File: src/rtl/lfsr_run_controller_if.sv
// Command channel for the LED LFSR run controller: op/seed/taps with valid/ready handshake.
interface lfsr_run_controller_if #(
   parameter int unsigned WIDTH = 4
);
   logic             cmd_valid;
   logic             cmd_ready;
   logic [1:0]       cmd_op;
   logic [WIDTH-1:0] cmd_data;
   logic [WIDTH-1:0] tap_mask;

   modport master (
      output cmd_valid,
      output cmd_op,
      output cmd_data,
      output tap_mask,
      input  cmd_ready
   );

   modport slave (
      input  cmd_valid,
      input  cmd_op,
      input  cmd_data,
      input  tap_mask,
      output cmd_ready
   );
endinterface

File: src/rtl/lfsr_run_controller.sv
// Sequencer for the LED Fibonacci LFSR: paced RUN, single STEP, seed/tap LOAD,
// period measurement and all-zero lockup protection.
module lfsr_run_controller #(
   parameter int unsigned      WIDTH        = 4,
   parameter int unsigned      DIV_MAX      = 6000000,
   parameter logic [WIDTH-1:0] DEFAULT_TAPS = 4'b1100
) (
   input  logic                  clk,
   input  logic                  rst,
   lfsr_run_controller_if.slave  cmd,
   output logic [WIDTH-1:0]      lfsr_q,
   output logic [WIDTH-1:0]      led,
   output logic                  running,
   output logic                  period_done,
   output logic [15:0]           period_len,
   output logic                  zero_fault
);

   localparam int unsigned CntW = (DIV_MAX > 2) ? $clog2(DIV_MAX) : 1;
   localparam logic [CntW-1:0] TickLast = CntW'(DIV_MAX - 1);

   localparam logic [1:0] OpLoad  = 2'b00;
   localparam logic [1:0] OpRun   = 2'b01;
   localparam logic [1:0] OpPause = 2'b10;
   localparam logic [1:0] OpStep  = 2'b11;

   typedef enum logic [1:0] {StIdle, StRun, StPause, StStep} state_t;

   state_t           state, step_ret;
   logic [WIDTH-1:0] seed, taps;
   logic [CntW-1:0]  tick_cnt;
   logic [15:0]      step_cnt;
   logic             ready_q;

   logic             accept, tick, advance;
   logic [WIDTH-1:0] next_val;

   assign cmd.cmd_ready = ready_q;

   always_comb begin
      accept   = cmd.cmd_valid && ready_q;
      tick     = (state == StRun) && (tick_cnt == TickLast);
      // An accepted command wins over a coincident tick.
      advance  = (tick && !accept) || (state == StStep);
      next_val = {lfsr_q[WIDTH-2:0], ^(lfsr_q & taps)};
   end

   always_ff @(posedge clk or posedge rst) begin
      if (rst) begin
         state       <= StIdle;
         step_ret    <= StIdle;
         lfsr_q      <= '1;
         seed        <= '1;
         taps        <= DEFAULT_TAPS;
         led         <= '1;
         tick_cnt    <= '0;
         step_cnt    <= '0;
         running     <= 1'b0;
         period_done <= 1'b0;
         period_len  <= '0;
         zero_fault  <= 1'b0;
         ready_q     <= 1'b1;
      end else begin
         led         <= lfsr_q;
         period_done <= 1'b0;
         if (state == StRun) tick_cnt <= tick ? '0 : tick_cnt + 1'b1;

         if (accept) begin
            unique case (cmd.cmd_op)
               OpLoad: begin
                  if (cmd.cmd_data == '0) begin
                     zero_fault <= 1'b1;
                  end else begin
                     lfsr_q     <= cmd.cmd_data;
                     seed       <= cmd.cmd_data;
                     taps       <= cmd.tap_mask;
                     step_cnt   <= '0;
                     zero_fault <= 1'b0;
                     state      <= StIdle;
                     running    <= 1'b0;
                  end
               end
               OpRun: begin
                  if (state == StIdle || state == StPause) begin
                     state    <= StRun;
                     running  <= 1'b1;
                     tick_cnt <= '0;
                  end
               end
               OpPause: begin
                  if (state == StRun) begin
                     state   <= StPause;
                     running <= 1'b0;
                  end
               end
               OpStep: begin
                  if (state == StIdle || state == StPause) begin
                     step_ret <= state;
                     state    <= StStep;
                     ready_q  <= 1'b0;
                  end
               end
               default: ;
            endcase
         end else if (advance) begin
            if (next_val == '0) begin
               zero_fault <= 1'b1;
               state      <= StIdle;
               running    <= 1'b0;
               ready_q    <= 1'b1;
            end else begin
               lfsr_q <= next_val;
               if (next_val == seed) begin
                  period_done <= 1'b1;
                  period_len  <= (step_cnt == 16'hFFFF) ? 16'hFFFF : step_cnt + 16'd1;
                  step_cnt    <= '0;
               end else if (step_cnt != 16'hFFFF) begin
                  step_cnt <= step_cnt + 16'd1;
               end
               if (state == StStep) begin
                  state   <= step_ret;
                  ready_q <= 1'b1;
               end
            end
         end
      end
   end

endmodule

File: src/flat_wrapper.sv
// flat-port wrapper written by rule: the top's interface ports become plain ports
module lfsr_run_controller_flat 
#(
   parameter int unsigned      WIDTH        = 4,
   parameter int unsigned      DIV_MAX      = 6000000,
   parameter logic [WIDTH-1:0] DEFAULT_TAPS = 4'b1100
)
  (clk, rst, lfsr_q, led, running, period_done, period_len, zero_fault, cmd_cmd_valid, cmd_cmd_op, cmd_cmd_data, cmd_tap_mask, cmd_cmd_ready);
  lfsr_run_controller_if #(.WIDTH(WIDTH)) cmd_i ();
  input  logic clk;
  input  logic rst;
  output logic [WIDTH-1:0] lfsr_q;
  output logic [WIDTH-1:0] led;
  output logic running;
  output logic period_done;
  output logic [15:0] period_len;
  output logic zero_fault;
  input wire logic [$bits(cmd_i.cmd_valid)-1:0] cmd_cmd_valid;
  input wire logic [$bits(cmd_i.cmd_op)-1:0] cmd_cmd_op;
  input wire logic [$bits(cmd_i.cmd_data)-1:0] cmd_cmd_data;
  input wire logic [$bits(cmd_i.tap_mask)-1:0] cmd_tap_mask;
  output wire logic [$bits(cmd_i.cmd_ready)-1:0] cmd_cmd_ready;
  assign cmd_i.cmd_valid = cmd_cmd_valid;
  assign cmd_i.cmd_op = cmd_cmd_op;
  assign cmd_i.cmd_data = cmd_cmd_data;
  assign cmd_i.tap_mask = cmd_tap_mask;
  assign cmd_cmd_ready = cmd_i.cmd_ready;
  lfsr_run_controller #(.WIDTH(WIDTH), .DIV_MAX(DIV_MAX), .DEFAULT_TAPS(DEFAULT_TAPS)) u_core (.clk(clk), .rst(rst), .cmd(cmd_i), .lfsr_q(lfsr_q), .led(led), .running(running), .period_done(period_done), .period_len(period_len), .zero_fault(zero_fault));
endmodule
File: config.mk
export PLATFORM = sky130hd
export DESIGN_NAME = lfsr_run_controller_flat
export DESIGN_NICKNAME = d
export VERILOG_FILES = /design/src/rtl/lfsr_run_controller_if.sv /design/src/rtl/lfsr_run_controller.sv /design/src/flat_wrapper.sv
export SDC_FILE = /design/constraint.sdc
export NUM_CORES = 1
export LEC_CHECK = 0
export ABC_AREA = 1
export CAP_MARGIN = 15
export CORE_MARGIN = 1.5
export CORE_UTILIZATION = 28
export CTS_BUF_LIST = sky130_fd_sc_hd__clkbuf_4
export DETAILED_ROUTE_END_ITERATION = 10
export PLACE_DENSITY_LB_ADDON = 0.2
export SLEW_MARGIN = 10
export SYNTH_ARGS = -nofsm -noshare
export SYNTH_HDL_FRONTEND = slang
export SYNTH_SLANG_ARGS = --single-unit
File: constraint.sdc
create_clock -name clk -period 2.9 [get_ports clk]
set_input_delay 0.58 -clock clk [delete_from_list [all_inputs] [get_ports clk]]
set_output_delay 0.58 -clock clk [all_outputs]
set_load 0.02 [all_outputs]
==> results.md <==
* DP Wirelength at 7540 µm
* MaxCap Viol Count at 0
* Status: complete, no violations
* Leakage at 2.50 nW
* Syn Area/Cell at 7.48 µm²
* Cell count after synthesis at 573
* Yosys warning count at 0
* WP buf/inv at 1
* Drt total wl at 10,200 µm
* Crit path kind: flip-flop to output port
* CP Launch Type: flip-flop
* Finished Layout Cells at 811
* Clock sink count at 79
* Fin nets at 632
* FMAX at 0.431 GHz
* CTS H-tree depth at 3
* Die ar. at 16,100 µm²
* Post-synthesis instance area at 4290 µm²
* Setup TNS Final at 0 ps
* Residual DRC count at 0
* Fin area at 5050 µm²
* Critical Path AT at 1740 ps
* Sequential share of the synthesized area at 46.6%
* GRT busiest layer: met2
* Slowest CP cell: dfstp_2
* Initial antenna violation count at 1
* Commonest non-fill, non-tap cells in the layout: nand2_1, nor2_1, dfrtp_1, inv_1, nand3_1
* Remaining Overflow, GRT at 0
* Reg2reg setup slack at 730 ps
* Layout area overhead at 17.8%
* Routed Antenna Nets at 0
* CTS tree: yes
* Period utilization at 80.0%
* Top cells by area, synth: dfrtp_1, nand2_1, dfstp_2
* Setup Skew at 15.8 ps
* Final setup fails at 0
* Slew @ Worst Pin at 665 ps
* Number of enable flip-flop cells after synthesis at 0
* Die H at 127 µm
* Yosys reg bits at 79
* Multi-input gate area at 2000 µm²
* Core Region at 15,100 µm²
* Vias at 3,699
* Area leader, netlist: dfrtp_1
* Met3 usage at 4.09%
* Worst min-delay path class: flip-flop to flip-flop
* First-pass GRT wire length at 17,900 µm
* Top Family by Delay on Critical Path: flip-flops
* Placement Rows at 45
* Crit-path max cell delay at 670 ps
* Starting density of the core at 28.4%
* Storage cell area at 2000 µm²
* Commonest non-fill, non-tap cell in the layout: nand2_1
* Hold path start: u_core.lfsr_q[3]
* Global-route usage over all layers at 14.0%
* CTS Buf Count at 9
* Vias in the first global route at 3,703
* Cts hold-fix bufs at 0
* Final Hold Fails at 0
* Cells resized by post-CTS repair at 0
* Worst-skew pair later-pin latency at 450 ps
* Clock Path Buffers at 2
* Max VDD drop at 0.415 mV
* Terminus of the critical flop-to-flop path: u_core.step_cnt[1]
* Pwr Total at 3.25 mW
* Worst-path fanout max at 8
* M2 GR Usage at 22.7%
* Clock transition at path regs at 120 ps
* Max Slew Vio Count at 0
* Die X at 127 µm
* Hold depth at 0
* Worst R2R Start: u_core.step_cnt[0]
* R2R depth at 11
* Cells after DPL at 794
* First-pass DRT Iterations at 4
* RSZ-0062 raised after global routing: false
* Dpl cell area at 4910 µm²
* Routed wire per std cell at 12.6 µm
* Vias/cell at 4.56
* Port Buffers at 40
* Share of the synthesized area in the top cell type at 37.4%
* DRT iter0 DRCs at 264
* Slew HR at 55.6%
* Clk root buf: clkbuf_4
* Endpoint, Worst Hold: u_core.led[3]
* Top_reg_cell synth: dfrtp_1
* Ports at 41
* FILL cells at 1,621
* Setup bufs post-CTS at 0
* Syn_nets at 588
* Pwr Density at 645 nW/µm²
* Synth cell types at 36
* GPL Wtd Cong at 0.836
* Worst EP required at 2320 ps
* Largest net degree at the start of global routing at 31
* Critical Path End Type: output port
* Cell breakdown of the critical path: clkdlybuf4s50_1
* Async SR Flop Fraction at 100%
* Fin crit period at 2320 ps
* Met1 usage at 17.9%
* Share of layout cells above drive strength 1 at 8.84%
==> worst register-to-register path, stage by stage (launching register included) <==
cell and delay, ps:
dfrtp_1 490, ha_1 250, nand3_2 130, nor2_4 200, nand2_2 90, nor2_2 100, nand3b_2 130, nor2_4 130
nand3_4 210, nand2_4 260, nand2_1 80, nand2_1 70
==> area by class of cell <==
cell class,instances,share of cell area [%]
antenna,1,0.0496
clock buffer,10,1.49
clock inverter,6,1.21
inverter,56,4.21
multi-input combinational,426,39.7
sequential,79,39.5
tap,188,4.66
timing repair buffer,45,9.17
==> cells in the mapped netlist, drive strengths merged (2+ instances only) <==
master  count
nor3       13
xnor2       7
dfrtp      64
dfstp      15
xor2       16
inv        55
buf         9
o22ai       2
nand2     214
ha          2
nand4      11
nor4        2
a21oi      11
nor2       74
clkbuf      3
o21ai      20
nand3      48
==> metal layers <==
metal / wire (µm) / part of all wire [%]
met1: 4860 / 47
met2: 4920 / 48
met5: 0 / 0
met3: 322 / 3.1
met4: 129 / 1.3
==> cell families (layout without fill, tap and decap cells) <==
logic type | Yosys count | in the layout | synth area share, %
simple gates | 363 | 363 | 36.3
compound gates | 38 | 38 | 4.96
xor+xnor | 23 | 23 | 4.88
fa+ha+maj | 2 | 2 | 0.584
buf+inv | 68 | 117 | 6.69
flops | 79 | 79 | 46.6
other cells | 0 | 1 | 0
==> how the worst max path moves through the flow <==
stage | slack, ps | from | cells after the start | end
after floorplan | 320 | rst | 1 | u_core.period_done
after global placement | 380 | cmd_cmd_valid | 10 | u_core.step_cnt[6]
after detailed placement | 330 | cmd_cmd_valid | 10 | u_core.step_cnt[8]
after CTS | 500 | u_core.lfsr_q[1] | 1 | lfsr_q[1]
after global routing | 450 | u_core.lfsr_q[1] | 1 | lfsr_q[1]
final | 580 | u_core.lfsr_q[1] | 1 | lfsr_q[1]
==> metrics by stage <==
stage | hold slack, ps | setup slack (ps) | util (%)
final | 402 | 579 | 33.5
after global routing | 420 | 450 | 33.5
after CTS | 408 | 503 | 33.4
after detailed placement | 387 | 328 | 32.5
after global placement | 392 | 383 | 32.5
after floorplan | 412 | 321 | -
==> power breakdown <==
| group | total (mW) | switching [mW] | internal (mW) |
|---|---|---|---|
| Sequential | 1.52 | 0.178 | 1.34 |
| Clock | 0.663 | 0.395 | 0.268 |
| Combinational | 1.08 | 0.677 | 0.399 |
| Total | 3.25 | 1.25 | 2.00 |
==> state kept, by name, indices dropped and copies added, names as in the netlist <==
name and cells:
u_core.tick_cnt 23, u_core.period_len 16, u_core.step_cnt 16, u_core.led 4
u_core.lfsr_q 4, u_core.seed 4, u_core.taps 4, u_core.state 2
u_core.step_ret 2, u_core.cmd.cmd_ready 1, u_core.period_done 1, u_core.running 1
u_core.zero_fault 1
(Power assumes the default switching activity.)
